### config.mk
export PLATFORM = sky130hd
export DESIGN_NAME = pad_in_conditioner
export DESIGN_NICKNAME = d
export VERILOG_FILES = /design/src/rtl/pad_in_pkg.sv /design/src/rtl/pad_in_filter_chan.sv /design/src/rtl/pad_in_conditioner.sv
export SDC_FILE = /design/constraint.sdc
export NUM_CORES = 1
export LEC_CHECK = 0
export BUFFER_PORTS_ARGS = -buffer_cell sky130_fd_sc_hd__buf_2
export CORE_MARGIN = 3
export CORE_UTILIZATION = 35
export DETAILED_ROUTE_END_ITERATION = 12
export HOLD_SLACK_MARGIN = 0.02
export SETUP_SLACK_MARGIN = 0.05
export SYNTH_ARGS = -nofsm -noshare
export SYNTH_HDL_FRONTEND = slang
export SYNTH_SLANG_ARGS = --single-unit
### constraint.sdc
create_clock -name clk -period 1.5 [get_ports clk]
set_input_delay 0.375 -clock clk [delete_from_list [all_inputs] [get_ports clk]]
set_output_delay 0.375 -clock clk [all_outputs]
set_load 0.01 [all_outputs]
### src/rtl/pad_in_pkg.sv
`default_nettype none
// ============================================================================
// Module   : pad_in_pkg
// Brief    : Shared defaults and channel map for the pad input conditioner.
// Revision : 1.0
// ============================================================================
package pad_in_pkg;

  localparam int PAD_IN_GPIO_NUM    = 21;
  localparam int PAD_IN_UPIO_NUM    = 8;
  localparam int PAD_IN_NUM         = PAD_IN_GPIO_NUM + PAD_IN_UPIO_NUM;
  localparam int PAD_IN_FILT_W      = 4;
  localparam int PAD_IN_SYNC_STAGES = 2;

  // GPIO occupies the low bits, UPIO sits directly above it
  localparam int PAD_IN_GPIO_LSB    = 0;
  localparam int PAD_IN_UPIO_LSB    = PAD_IN_GPIO_LSB + PAD_IN_GPIO_NUM;

endpackage
`default_nettype wire

### src/rtl/pad_in_filter_chan.sv
`default_nettype none
// ============================================================================
// Module   : pad_in_filter_chan
// Brief    : One pad input channel: synchroniser, debounce, sticky edge event.
// Revision : 1.0
// ============================================================================
module pad_in_filter_chan
  import pad_in_pkg::*;
#(
  parameter int SYNC_STAGES = PAD_IN_SYNC_STAGES,
  parameter int FILT_W      = PAD_IN_FILT_W
) (
  input  logic              clk,
  input  logic              rst_n,
  input  logic              pad_in_i,
  input  logic              filt_en_i,
  input  logic [FILT_W-1:0] filt_len_i,
  input  logic              rise_en_i,
  input  logic              fall_en_i,
  input  logic              ev_clr_i,
  output logic              data_o,
  output logic              ev_o
);

  logic [SYNC_STAGES-1:0] r_sync;
  logic [FILT_W-1:0]      r_cnt;
  logic                   r_stable;
  logic                   r_prev;
  logic                   r_ev;
  logic                   w_sync;
  logic [FILT_W-1:0]      w_len_m1;
  logic                   w_set;

  // Pure flop chain so CDC constraints can target this block by name
  always_ff @(posedge clk or negedge rst_n) begin : p_sync_chain
    if (!rst_n) begin
      r_sync <= '0;
    end else begin
      r_sync <= {r_sync[SYNC_STAGES-2:0], pad_in_i};
    end
  end

  assign w_sync   = r_sync[SYNC_STAGES-1];
  // A length of zero behaves as one, so the terminal count bottoms out at 0
  assign w_len_m1 = (filt_len_i == '0) ? '0 : filt_len_i - FILT_W'(1);

  always_ff @(posedge clk or negedge rst_n) begin : p_filter
    if (!rst_n) begin
      r_stable <= 1'b0;
      r_cnt    <= '0;
    end else if (!filt_en_i) begin
      r_stable <= w_sync;
      r_cnt    <= '0;
    end else if (w_sync == r_stable) begin
      r_cnt    <= '0;
    end else if (r_cnt < w_len_m1) begin
      r_cnt    <= r_cnt + FILT_W'(1);
    end else begin
      r_stable <= w_sync;
      r_cnt    <= '0;
    end
  end

  assign w_set = (r_stable & ~r_prev & rise_en_i) | (~r_stable & r_prev & fall_en_i);

  always_ff @(posedge clk or negedge rst_n) begin : p_event
    if (!rst_n) begin
      r_prev <= 1'b0;
      r_ev   <= 1'b0;
    end else begin
      r_prev <= r_stable;
      r_ev   <= w_set | (r_ev & ~ev_clr_i);
    end
  end

  assign data_o = r_stable;
  assign ev_o   = r_ev;

endmodule
`default_nettype wire

### src/rtl/pad_in_conditioner.sv
`default_nettype none
// ============================================================================
// Module   : pad_in_conditioner
// Brief    : Resynchronises, debounces and edge-detects the pad ring inputs.
// Revision : 1.0
// ============================================================================
module pad_in_conditioner
  import pad_in_pkg::*;
#(
  parameter int NUM_IN      = PAD_IN_NUM,
  parameter int SYNC_STAGES = PAD_IN_SYNC_STAGES,
  parameter int FILT_W      = PAD_IN_FILT_W
) (
  input  logic              clk,
  input  logic              rst_n,
  input  logic [NUM_IN-1:0] pad_in_i,
  input  logic [NUM_IN-1:0] filt_en_i,
  input  logic [FILT_W-1:0] filt_len_i,
  input  logic [NUM_IN-1:0] rise_en_i,
  input  logic [NUM_IN-1:0] fall_en_i,
  input  logic [NUM_IN-1:0] ev_clr_i,
  output logic [NUM_IN-1:0] data_o,
  output logic [NUM_IN-1:0] ev_o,
  output logic              irq_o
);

  for (genvar i = 0; i < NUM_IN; i++) begin : g_chan
    pad_in_filter_chan #(
      .SYNC_STAGES (SYNC_STAGES),
      .FILT_W      (FILT_W)
    ) u_chan (
      .clk        (clk),
      .rst_n      (rst_n),
      .pad_in_i   (pad_in_i[i]),
      .filt_en_i  (filt_en_i[i]),
      .filt_len_i (filt_len_i),
      .rise_en_i  (rise_en_i[i]),
      .fall_en_i  (fall_en_i[i]),
      .ev_clr_i   (ev_clr_i[i]),
      .data_o     (data_o[i]),
      .ev_o       (ev_o[i])
    );
  end

  assign irq_o = |ev_o;

endmodule
`default_nettype wire
* Word-level counts from Yosys, hierarchy flattened *
Cells that the tools add are included.

word-level totals
  logic and storage cells = 787
  output and inout port bits = 59
  memories = 0
  ROM bits = 0
  bits of input ports = 151
  memory bits (writable) = 0
  register bits after elaboration = 261
  bits in latches = 0

operators by class
  multiply operators = 0
  bitwise gates (word level) = 290
  divide/modulo/power cells = 0
  equal/unequal tests = 87
  reductions and logical operators = 31
  mux-type cells = 175
  shift-type cells = 0
  $add $sub $neg = 30
  $lt $le $gt $ge = 29

operator list
  kind                                                                number
  4-bit two-way mux                                                   88
  1-bit AND                                                           145
  4-bit by 1-bit adder with 4-bit output, second input constant       29
  4-bit less-than comparator                                          29
  2-bit != test, second input constant                                58
  1-bit two-way mux                                                   87
  1-bit inverter                                                      87
  1-bit bitwise OR                                                    58
  2-bit AND reduction                                                 29
  1-bit == test                                                       29
  29-bit OR reduction                                                 1
  4-bit logical NOT                                                   1
  4-bit by 1-bit subtractor with 4-bit output, second input constant  1

* Depth between registers and ports, before layout *
Gate-level depths: netlist of the first run.

  depth after elaboration = 6
  gate-level depth with buffers = 9
  depth with buffers taken out = 8

* Hierarchy *
A second synthesis of the first run with hierarchy kept.

second synthesis, totals
  cell total of the unflattened synthesis = 1225
  area total of the unflattened synthesis = 13046.3 um^2

modules (own cells, without submodules)
  module                                      instances  sequential area each (um^2)  area an instance (um^2)  cells an instance
  pad_in_filter_chan at g_chan[0].u_chan ...  28         225.2                        446.7                    42
  pad_in_filter_chan at g_chan[6].u_chan      1          225.2                        470.5                    39
  pad_in_conditioner                          1          0.0                          68.8                     10

* Worst setup path before layout of the first run *
Ideal clock, no wire load.

  kind = input -> register
  start point = in filt_len_i[0]
  end point = reg g_chan[20].u_chan.r_stable
  library setup time = 125 ps
  setup slack = -2502 ps
  data required time = 1375 ps
  arrival = 3877 ps
  stages on the path = 7
  path buffers = 1
  cell sequence = buf_2 -> or2_2 -> o21ai_0 -> ha_1 -> a211oi_1 -> nand2_2 -> mux2_4

between the ends
  word-level cells in the longest chain between the ends = 5
  elaborated cells on any way between the ends = 6
  those cells by class = add/sub (1); order compare (1); eq/ne (1); mux (1); reduce/logical (2)

RTL lines
  item                                                                              line                      text
  start: declaration                                                                pad_in_conditioner.sv:18  input logic [FILT_W-1:0] filt_len_i,
  4-bit by 1-bit subtractor with 4-bit output or 4-bit logical NOT (tied branches)  pad_in_filter_chan.sv:45  assign w_len_m1 = (filt_len_i == '0) ? '0 : filt_len_i - FILT_W'(1);
  4-bit two-way mux (*)                                                             pad_in_filter_chan.sv:45
  4-bit less-than comparator (*)                                                    pad_in_filter_chan.sv:56  end else if (r_cnt < w_len_m1) begin
  2-bit != test (no line) (*)                                                       n/a
  2-bit AND reduction (no line) (*)                                                 n/a
  end signal: assignment                                                            pad_in_filter_chan.sv:52  r_stable <= w_sync;
  end signal: assignment                                                            pad_in_filter_chan.sv:59  r_stable <= w_sync;
  end: declaration                                                                  pad_in_filter_chan.sv:27  logic r_stable;

Mark *: on every way between the ends. The rest lies on a longest branch, timed or not.
A chain may end at the register's enable or synchronous reset.

* Worst setup path after layout of the first run *
  start point = reg g_chan[0].u_chan.r_ev
  end point = out irq_o

between the ends
  word-level cells in the longest chain between the ends = 1

RTL lines
  item                      line                      text
  start: declaration        pad_in_filter_chan.sv:29  logic r_ev;
  start signal: assignment  pad_in_filter_chan.sv:72  r_ev <= w_set | (r_ev & ~ev_clr_i);
  29-bit OR reduction       pad_in_conditioner.sv:45  assign irq_o = |ev_o;
  end: declaration          pad_in_conditioner.sv:24  output logic irq_o

No other way between the ends.

==> metrics.md, run 1 <==
| Metric | Value |
|---|---|
| Cell area after placement | 14600 um^2 |
| Core Region | 34700 um^2 |
| Worst-Margin Slew | 0.794 ns |
| Slew headroom | 0.471 |
| Count of cell types in the netlist | 29 |
| Routed wire length | 30700 um |
| Initial Util | 0.358 |
| Final period util | 1.60 |
| PD cells | 1080 nW/um^2 |
| Main flop type after synthesis | dfrtp_1 |
| Cts bufs inserted | 30 |
| Peak supply drop | 0.000800 V |
| Fin nets | 1677 |
| Top post-synthesis cells by count | dfrtp_1, nor2_1, ha_1 |
| Horiz. Die Dim | 194 um |
| Routed length per placed instance | 16.3 um |
| Post-route DRC | 0 |
| Main area contributors after synthesis | dfrtp_1, ha_1, xor2_1 |
| YS warnings | 0 |
| Syn_nets | 1306 |
| Power consumption | 19800 uW |
| Post-synth top area cell | dfrtp_1 |
| Top-Level Pins | 210 |
| Iteration-0 DRC Markers | 197 |
| Final Hold Viols | 0 |
| Avg Inst Size Synth | 11.9 um^2 |
| Placement row count | 68 |
| Hold path depth | 2 |
| R2R Path Start | g_chan[4].u_chan.r_cnt[1] |
| Violated checks | negative setup slack |
| Number of setup violations in the final report | 158 |
| First-pass GRT wire length | 49900 um |
| Hold EP | g_chan[25].u_chan.ev_o |
| Initial antenna violation count | 0 |
| Startpoint Class | flip-flop |
| Remaining global-route overflow | 0 |
| Clk Latency, worst-skew pair | 0.55 ns |
| CTS tree | done |
| Final min period | 2.40 ns |
| Reg area | 6570 um^2 |
| Clk sinks | 261 |
| Total Die Area | 37800 um^2 |
| Clk pin slew, worst setup/hold paths | 0.06 ns |
| R2R Setup Slk | -0.13 ns |
| Worst EP required | 1.12 ns |
| Clock Tree Buf Depth | 3 |
| Largest net degree at the start of global routing | 74 |
| Setup Skew | 0.00733 ns |
| Worst Reg2Reg Path Length in Cells | 4 |
| Cells after Synth | 1039 |
| Initial DRT Pass Iterations | 4 |
| Area growth syn-to-layout | 47.3% |
| Mapped cell area | 12400 um^2 |
| Run status | complete, but fails checks |
| Area of the multi-input gates | 6560 um^2 |
| Area share of the largest cell type after synthesis | 0.526 |
| Pins over their slew limit | 0 |
| Die Y | 194 um |
| RSZ-0062 raised after global routing | true |
| Number of synthesized flops with an enable pin | 0 |
| Place WS | -0.955 ns |
| # diodes | 0 |
| Hold Crit Class | in2reg |
| Vias in the first global route | 9563 |
| Final Instance Area | 18300 um^2 |
| HP Start | ev_clr_i[25] |
| CP endpoint kind | output port |
| Critical path fanouts, max | 2 |
| Synth async-reset ratio | 1.00 |
| Vias after detailed routing | 8926 |
| DPL Wire Length | 19900 um |
| Final worst setup slack | -0.897 ns |
| I/O Buffers | 209 |
| Clock root buffer | clkbuf_16 |
| Total GRT Usage | 0.160 |
| Seq/Total Area, Yosys | 0.526 |
| Cell with the most instances after synthesis | dfrtp_1 |
| Worst path arrival time | 2.02 ns |
| CP Class | reg2out |
| Maxcap violations | 0 |
| Fmax | 417 MHz |
| ANT nets after route | 0 |
| Number of synthesized register bits | 261 |
| Final GP Congestion | 0.750 |
| H-tree levels | 1 |
| Worst reg2reg path endpoint | g_chan[4].u_chan.data_o |
| Via density | 4.73 |
| Pleak | 0.00875 uW |
| Layout cells sized above 1 | 0.474 |
| Filler Cell Count | 2952 |
## state kept, by name, indices dropped and copies added, names as in the netlist
signal and count:
g_chan.u_chan.r_sync 58, g_chan.u_chan.data_o 29, g_chan.u_chan.ev_o 29, g_chan.u_chan.r_cnt 116, g_chan.u_chan.r_prev 29
## cells in the final DEF (no fill, tap or decap), types with 16 or more instances in the layout
cell / n
a211oi_2: 17
buf_12: 19
buf_2: 165
buf_4: 120
buf_6: 64
clkbuf_16: 30
dfrtp_1: 232
dfrtp_2: 29
dlygate4sd3_1: 30
ha_1: 71
ha_4: 45
inv_1: 87
mux2_4: 29
nand2_1: 47
nand3_1: 30
nand3b_1: 29
nor2_1: 71
nor2_2: 43
o211a_1: 28
o221ai_1: 29
o41ai_2: 16
xnor2_1: 29
xor2_1: 58
## layer usage
| metal | track usage | vias up | routed length (um) |
|---|---|---|---|
| met5 | 0 | - | 0 |
| met1 | 0.220 | 4435 | 13700 |
| met4 | 0.0327 | 0 | 502 |
| met3 | 0.0215 | 34 | 1100 |
| li1 | - | 4318 | - |
| met2 | 0.273 | 139 | 15400 |
## critical path, cell delays in order (launching register included)
cell     delay (ns)
dfrtp_1        0.40
nor4_2         0.28
buf_4          0.17
nand2_1        0.08
nor4_2         0.15
buf_4          0.17
nand4_1        0.07
buf_2          0.16
## cells by family after synthesis
group | after synthesis | share of synthesized area
simple gates | 276 | 0.103
compound gates | 119 | 0.0982
mux | 29 | 0.0293
flops | 261 | 0.526
xor+xnor | 87 | 0.0614
buf+inv | 151 | 0.0656
fa+ha+maj | 116 | 0.117
## where the power goes
group | internal, uW | total (uW) | switching [uW]
combinational | 2180 | 4100 | 1920
sequential | 7660 | 8160 | 507
clock | 4630 | 7570 | 2940
## worst max path at each step
stage | start | end | slack (ns)
2_1_floorplan | filt_len_i[0] | g_chan[9].u_chan.data_o | -0.88
4_1_cts | g_chan[0].u_chan.ev_o | irq_o | -1.00
5_1_grt | g_chan[0].u_chan.ev_o | irq_o | -1.05
3_3_place_gp | filt_len_i[0] | g_chan[3].u_chan.data_o | -0.95
3_5_place_dp | filt_len_i[0] | g_chan[19].u_chan.data_o | -0.96
6_report | g_chan[0].u_chan.ev_o | irq_o | -0.90
## cell type report
| cell class | count | share of cell area |
|---|---|---|
| clock buffers | 45 | 0.0491 |
| flip-flops and latches | 261 | 0.359 |
| inverters | 87 | 0.0179 |
| clock inverters | 10 | 0.00807 |
| repair buffers | 403 | 0.176 |
| multi-input cells | 627 | 0.359 |
| well taps | 455 | 0.0311 |
## per-stage QoR
step,utilization,cells,setup TNS [ns],hold WS [ns]
2_1_floorplan,-,1039,-110.09,0.0794
3_3_place_gp,0.420,1741,-123.93,0.213
3_5_place_dp,0.420,1741,-126.58,0.216
4_1_cts,0.510,1874,-26.18,0.0202
5_1_grt,0.527,1888,-39.95,0.0290
6_report,0.527,1888,-32.25,0.0483
## timing repair
action	CTS	global route
hold buffers	30	0
pin swaps	165	75
endpoints found under the hold margin	181	0
endpoints found under the setup margin	204	204
setup buffers	53	20
gates cloned	3	0
resized for setup	228	103
(Power assumes the default switching activity.)
==> run 2: changes to the inputs <==
CAP_MARGIN = 30   (was not set)
CORE_UTILIZATION = 25   (was 35)
==> run 2 against run 1 <==
Compared with the run above: the flow still finishes with violations (negative setup slack); clock power rose by 14%; clock skew rose by 0.0096 ns; final area rose by 7.1%; via count rose by 2.3%; highest routed layer unchanged.
==> metrics.md, run 2 (same netlist as run 1, synthesis figures left out) <==
| Metric | Value |
|---|---|
| Run status | complete, but fails checks (unchanged) |
| Violated checks | negative setup slack (unchanged) |
| Worst EP required | 1.12 ns (about the same) |
| Remaining global-route overflow | 0 (unchanged) |
| Final Instance Area | 19600 um^2 (was 18300 um^2) |
| Clk pin slew, worst setup/hold paths | 0.06 ns (about the same) |
| Worst-Margin Slew | 0.940 ns (was 0.794 ns) |
| Flop pwr share | 0.387 (was 0.412) |
| Initial DRT Pass Iterations | 4 (unchanged) |
| Largest register by flop count | g_chan.u_chan.r_cnt (unchanged) |
| Maxcap violations | 0 (unchanged) |
| DPL Wire Length | 20800 um (was 19900 um) |
| Routed wire length | 33900 um (was 30700 um) |
| Final GP Congestion | 0.778 (was 0.750) |
| Fin nets | 1694 (was 1677) |
| Slew headroom | 0.373 (was 0.471) |
| Most common cell after layout, fill and taps aside | dfrtp_1 (unchanged) |
| Vias after detailed routing | 9135 (was 8926) |
| Initial Util | 0.254 (was 0.358) |
| Slowest-stage cell, CP | dfrtp_2 (was dfrtp_1) |
| CTS tree | done (unchanged) |
| Top-Level Pins | 210 (unchanged) |
| Largest net degree at the start of global routing | 68 (was 74) |
| Layout cells sized above 1 | 0.523 (was 0.474) |
| Initial antenna violation count | 0 (unchanged) |
| Filler Cell Count | 4499 (was 2952) |
| Area growth syn-to-layout | 57.7% (was 47.3%) |
| Placement row count | 81 (was 68) |
| GR peak layer | met2 (unchanged) |
| Gate power share | 0.208 (was 0.207) |
| Critical path fanouts, max | 2 (unchanged) |
| Cts bufs inserted | 34 (was 30) |
| Via density | 4.32 (was 4.73) |
| GR Layer Usage met1 | 0.161 (was 0.220) |
| Die Y | 229 um (was 194 um) |
| Vias in the first global route | 9960 (was 9563) |
| Startpoint Class | flip-flop (unchanged) |
| Fmax | 400 MHz (was 417 MHz) |
| Most used cell, CP | buf_4 |
| I/O Buffers | 209 (unchanged) |
| R2R Setup Slk | -0.08 ns (was -0.13 ns) |
| Final min period | 2.50 ns (was 2.40 ns) |
| Clk sinks | 261 (unchanged) |
| Worst path arrival time | 2.13 ns (was 2.02 ns) |
| Worst reg2reg path endpoint | g_chan[10].u_chan.data_o (was g_chan[4].u_chan.data_o) |
| Most frequent cells in the layout | dfrtp_1, buf_2, buf_4 (unchanged) |
| Total Die Area | 52400 um^2 (was 37800 um^2) |
| ANT nets after route | 0 (unchanged) |
| Final period util | 1.67 (was 1.60) |
| Clock root buffer | clkbuf_16 (unchanged) |
| Crit-path cells | nor4_4, buf_4, nand2_2, nor4_2, buf_4, nand4_1, buf_2 (was nor4_2, buf_4, nand2_1, nor4_2, buf_4, nand4_1, buf_2) |
| Largest registers | g_chan.u_chan.r_cnt: 116 flops, g_chan.u_chan.r_sync: 58 flops (unchanged) |
| Internal power | 15500 uW (was 14500 uW) |
| Routed length per placed instance | 16.0 um (was 16.3 um) |
| Hold Crit Class | in2reg (unchanged) |
| M2 GR Usage | 0.225 (was 0.273) |
| Hold slack | 0.0778 ns (was 0.0483 ns) |
| Worst Reg2Reg Path Length in Cells | 4 (unchanged) |
| Final worst setup slack | -1.00 ns (was -0.897 ns) |
| Clk Latency, worst-skew pair | 0.52 ns (was 0.55 ns) |
| Largest register FFs | 116 (unchanged) |
| Cell area after placement | 14800 um^2 (was 14600 um^2) |
| Iteration-0 DRC Markers | 413 (was 197) |
| CP Class | reg2out (unchanged) |
| # diodes | 0 (unchanged) |
| Switching power total | 5790 uW (was 5370 uW) |
| Switching Share | 0.272 (was 0.271) |
| Total GRT Usage | 0.128 (was 0.160) |
| Core Region | 49000 um^2 (was 34700 um^2) |
| Post-route DRC | 0 (unchanged) |
| Hold path depth | 2 (unchanged) |
| CP endpoint kind | output port (unchanged) |
| Clock Tree Buf Depth | 3 (unchanged) |
| First-pass GRT wire length | 53600 um (was 49900 um) |
| Max incr delay on CP | 0.44 ns (was 0.40 ns) |
| Area of the multi-input gates | 7280 um^2 (was 6560 um^2) |
| Pleak | 0.00893 uW (was 0.00875 uW) |
| Number of setup violations in the final report | 161 (was 158) |
| PD cells | 1090 nW/um^2 (was 1080 nW/um^2) |
| Peak supply drop | 0.000879 V (was 0.000800 V) |
| Met3 Usage GRT | 0.0248 (was 0.0215) |
| HP Start | ev_clr_i[3] (was ev_clr_i[25]) |
| Reg area | 6570 um^2 (about the same) |
| Horiz. Die Dim | 229 um (was 194 um) |
| R2R Path Start | g_chan[10].u_chan.r_cnt[3] (was g_chan[4].u_chan.r_cnt[1]) |
| Pins over their slew limit | 0 (unchanged) |
| Setup Skew | 0.0169 ns (was 0.00733 ns) |
| Clock network power share | 0.405 (was 0.382) |
| Final Hold Viols | 0 (unchanged) |
| H-tree levels | 2 (was 1) |
| Hold EP | g_chan[3].u_chan.ev_o (was g_chan[25].u_chan.ev_o) |
| RSZ-0062 raised after global routing | true (unchanged) |
-- run 2: layer usage --
| metal | vias up | wire length (um) |
|---|---|---|
| li1 | 4342 | - |
| met1 | 4585 | 14500 |
| met2 | 155 | 17200 |
| met3 | 53 | 1240 |
| met4 | 0 | 899 |
| met5 | - | 0 |
-- run 2: final cells by class --
class,count,share of cell area
timing repair buffer,416,0.173
multi-input combinational,627,0.372
clock inverter,18,0.0133
clock buffer,42,0.0476
inverter,87,0.0167
tap,664,0.0424
sequential,261,0.336
-- run 2: power groups by stage --
stage                     Clock [uW]  Combinational, uW  Sequential (uW)
after CTS                       8980               4120             8210
after global routing            9240               4850             8320
after floorplan                    0               1810             8170
final                           8640               4430             8240
after detailed placement           0               2830             8330
after global placement             0               2770             8300
-- run 2: worst max-delay path by stage --
| stage | from | to |
|---|---|---|
| floorplan | filt_len_i[0] | g_chan[9].u_chan.data_o |
| global placement | filt_len_i[1] | g_chan[11].u_chan.data_o |
| detailed placement | filt_len_i[1] | g_chan[11].u_chan.data_o |
| CTS | g_chan[0].u_chan.ev_o | irq_o |
| global route | g_chan[0].u_chan.ev_o | irq_o |
| finish | g_chan[0].u_chan.ev_o | irq_o |
-- run 2: stage by stage --
step / TNS [ns] / util / power, uW / setup slack [ns] / cells
after detailed placement: -123.54 / 0.303 / 11200 / -0.988 / 1952
after floorplan: -110.09 / - / 9980 / -0.880 / 1039
after global routing: -48.89 / 0.400 / 22400 / -1.16 / 2115
after CTS: -31.87 / 0.386 / 21300 / -1.16 / 2096
final: -42.57 / 0.400 / 21300 / -1.00 / 2115
after global placement: -117.79 / 0.303 / 11100 / -0.924 / 1952
-- run 2: repair_timing --
action	4_1_cts	5_1_grt
endpoints found under the hold margin	61	0
setup buffers	53	26
hold buffers	30	0
gates cloned	6	0
endpoints found under the setup margin	199	202
pin swaps	188	116
resized for setup	308	128
-- run 2: worst max-delay path, delay by kind of cell, from the launching register on --
kind	cells	cell delay, ns
simple gates	4	0.66
flops	1	0.44
buf+inv	3	0.50
==> run 3: changes to the inputs <==
--- a/config.mk
+++ b/config.mk
@@ -9,5 +9,5 @@
 export CAP_MARGIN = 30
 export CORE_MARGIN = 3
-export CORE_UTILIZATION = 25
+export CORE_UTILIZATION = 30
 export DETAILED_ROUTE_END_ITERATION = 12
 export HOLD_SLACK_MARGIN = 0.02
==> constraint.sdc (replaced) <==
create_clock -name clk -period 1.5 [get_ports clk]
set_input_delay 0.15 -clock clk [delete_from_list [all_inputs] [get_ports clk]]
set_output_delay 0.15 -clock clk [all_outputs]
set_load 0.01 [all_outputs]
==> run 3 against run 2 <==
Compared with the run above: the run ends with negative hold slack, negative setup slack left; power down 7.6%; wire length down 6.9%; utilization up 6.5 points; worst hold slack worse by 0.082 ns; via count down 0.83%; critical path depth unchanged.
==> metrics.md, run 3 (same netlist as run 1, synthesis figures left out) <==
| Metric | Value |
|---|---|
| Run status | complete, but fails checks (unchanged) |
| Violated checks | negative hold slack, negative setup slack (was negative setup slack) |
| Clk Latency, worst-skew pair | 0.56 ns (was 0.52 ns) |
| Slew headroom | 0.404 (was 0.373) |
| Final worst setup slack | -0.755 ns (was -1.00 ns) |
| Cell area after placement | 14500 um^2 (was 14800 um^2) |
| Hold path depth | 5 (was 2) |
| HP Start | filt_en_i[16] (was ev_clr_i[3]) |
| Crit-path cells | nor4_4, buf_4, nand2_4, nor4_4, buf_4, nand4_1, buf_2 (was nor4_4, buf_4, nand2_2, nor4_2, buf_4, nand4_1, buf_2) |
| Slowest-stage cell, CP | dfrtp_1 (was dfrtp_2) |
| Initial DRT Pass Iterations | 4 (unchanged) |
| Remaining global-route overflow | 0 (unchanged) |
| Critical path fanouts, max | 2 (unchanged) |
| Initial antenna violation count | 0 (unchanged) |
| First-pass GRT wire length | 49700 um (was 53600 um) |
| Power consumption | 19700 uW (was 21300 uW) |
| ANT nets after route | 0 (unchanged) |
| CP endpoint kind | output port (unchanged) |
| CTS tree | done (unchanged) |
| Worst reg2reg path endpoint | g_chan[1].u_chan.data_o (was g_chan[10].u_chan.data_o) |
| Vias after detailed routing | 9059 (was 9135) |
| Fmax | 443 MHz (was 400 MHz) |
| Final GP Congestion | 0.753 (was 0.778) |
| Clk pin slew, worst setup/hold paths | 0.06 ns (about the same) |
| Startpoint Class | flip-flop (unchanged) |
| Peak supply drop | 0.000835 V (was 0.000879 V) |
| RSZ-0062 raised after global routing | true (unchanged) |
| Vias in the first global route | 9544 (was 9960) |
| Area growth syn-to-layout | 50.9% (was 57.7%) |
| Max incr delay on CP | 0.43 ns (was 0.44 ns) |
| Clk sinks | 261 (unchanged) |
| Hold slack | -0.00423 ns (was 0.0778 ns) |
| Pins over their slew limit | 0 (unchanged) |
| H-tree levels | 1 (was 2) |
| Largest registers | g_chan.u_chan.r_cnt: 116 flops, g_chan.u_chan.r_sync: 58 flops (unchanged) |
| Fin nets | 1706 (was 1694) |
| Clock Tree Buf Depth | 3 (unchanged) |
| Via density | 4.55 (was 4.32) |
| Die Y | 209 um (was 229 um) |
| Routed wire length | 31500 um (was 33900 um) |
| Layout cells sized above 1 | 0.418 (was 0.523) |
| Setup Skew | 0.0176 ns (was 0.0169 ns) |
| Worst path arrival time | 2.10 ns (was 2.13 ns) |
| Number of setup violations in the final report | 46 (was 161) |
| R2R Path Start | g_chan[1].u_chan.r_cnt[1] (was g_chan[10].u_chan.r_cnt[3]) |
| Final Instance Area | 18700 um^2 (was 19600 um^2) |
| Largest net degree at the start of global routing | 49 (was 68) |
| Total GRT Usage | 0.139 (was 0.128) |
| Worst EP required | 1.35 ns (was 1.12 ns) |
| Top-Level Pins | 210 (unchanged) |
| Worst-Margin Slew | 0.894 ns (was 0.940 ns) |
| Largest register by flop count | g_chan.u_chan.r_cnt (unchanged) |
| Pleak | 0.00882 uW (was 0.00893 uW) |
| Largest register FFs | 116 (unchanged) |
| Routed length per placed instance | 15.9 um (was 16.0 um) |
| Core Region | 40300 um^2 (was 49000 um^2) |
| Cts bufs inserted | 31 (was 34) |
| Total Die Area | 43900 um^2 (was 52400 um^2) |
| CP Class | reg2out (unchanged) |
| Hold Crit Class | in2reg (unchanged) |
| Worst Reg2Reg Path Length in Cells | 4 (unchanged) |
| Final period util | 1.50 (was 1.67) |
| Horiz. Die Dim | 209 um (was 229 um) |
| I/O Buffers | 209 (unchanged) |
| Hold EP | g_chan[16].u_chan.r_cnt[1] (was g_chan[3].u_chan.ev_o) |
| Launch point of the worst path | g_chan[2].u_chan.ev_o (was g_chan[0].u_chan.ev_o) |
| Iteration-0 DRC Markers | 376 (was 413) |
| Initial Util | 0.308 (was 0.254) |
| PD cells | 1050 nW/um^2 (was 1090 nW/um^2) |
| Placement row count | 73 (was 81) |
| Post-route DRC | 0 (unchanged) |
| Most frequent cells in the layout | dfrtp_1, buf_2, dlygate4sd3_1 (was dfrtp_1, buf_2, buf_4) |
| Clock root buffer | clkbuf_16 (unchanged) |
| Final min period | 2.25 ns (was 2.50 ns) |
| DPL Wire Length | 19100 um (was 20800 um) |
| Most common cell after layout, fill and taps aside | dfrtp_1 (unchanged) |
| Final Hold Viols | 1 (was 0) |
| Maxcap violations | 0 (unchanged) |
| R2R Setup Slk | -0.13 ns (was -0.08 ns) |
-- run 3: cell types whose count changed in the layout (fill, tap and decap cells not counted), sizes merged --
cell	before	now
buf	386	316
clkbuf	42	44
clkinv	8	7
bufinv	6	2
inv	89	88
diode	0	1
dlygate4sd3	30	115
clkinvlp	2	4
-- run 3: worst max-delay path by stage --
stage | endpoint | slack (ns) | cells after the start
2_1_floorplan | g_chan[9].u_chan.data_o | -0.65 | 7
3_3_place_gp | g_chan[20].u_chan.data_o | -0.67 | 11
3_5_place_dp | g_chan[20].u_chan.data_o | -0.68 | 11
4_1_cts | irq_o | -0.90 | 7
5_1_grt | irq_o | -0.89 | 7
6_report | irq_o | -0.75 | 7
-- run 3: layout make-up --
| type | count | area (um^2) |
|---|---|---|
| antenna | 1 | 2.50 |
| fill | 3573 | 21600 |
| timing repair buffer | 431 | 3420 |
| inverter | 87 | 327 |
| clock buffer | 44 | 925 |
| clock inverter | 14 | 138 |
| multi-input combinational | 627 | 6720 |
| sequential | 261 | 6550 |
| tap | 525 | 657 |
-- run 3: metal layers --
layer	vias to the layer above	routed length (um)	GRT usage
li1	4372	-	-
met1	4481	14100	0.189
met2	158	15500	0.233
met3	48	1140	0.0179
met4	0	758	0.0418
met5	-	0	0
-- run 3: metrics by stage --
| step | setup slack (ns) | std cells | utilization | setup TNS, ns |
|---|---|---|---|---|
| 3_5_place_dp | -0.684 | 1793 | 0.361 | -81.80 |
| 3_3_place_gp | -0.672 | 1793 | 0.361 | -80.20 |
| 4_1_cts | -0.904 | 1976 | 0.445 | -3.67 |
| 5_1_grt | -0.888 | 1989 | 0.465 | -8.71 |
| 2_1_floorplan | -0.655 | 1039 | - | -77.46 |
| 6_report | -0.755 | 1990 | 0.465 | -5.63 |
-- run 3: report_power, final --
| part | internal (uW) | leakage (uW) | switching (uW) | total [uW] |
|---|---|---|---|---|
| logic | 2050 | 0.00502 | 1750 | 3800 |
| registers | 7650 | 0.00329 | 640 | 8290 |
| clock network | 4620 | 0.000518 | 2980 | 7590 |
| total | 14300 | 0.00882 | 5370 | 19700 |
-- run 3: what timing repair did --
action,in CTS,in global routing
gates resized for setup,126,131
buffers inserted,12,13
endpoints found under the setup margin,110,167
cloned,5,0
hold buffers,110,9
pin swaps,107,144
hold endpoints to repair,403,5
-- run 3: critical path: cells and delay by family, from the launching register on --
family | cells | cell delay (ns)
buffers and inverters | 3 | 0.50
DFF | 1 | 0.43
and+or+nand+nor | 4 | 0.61
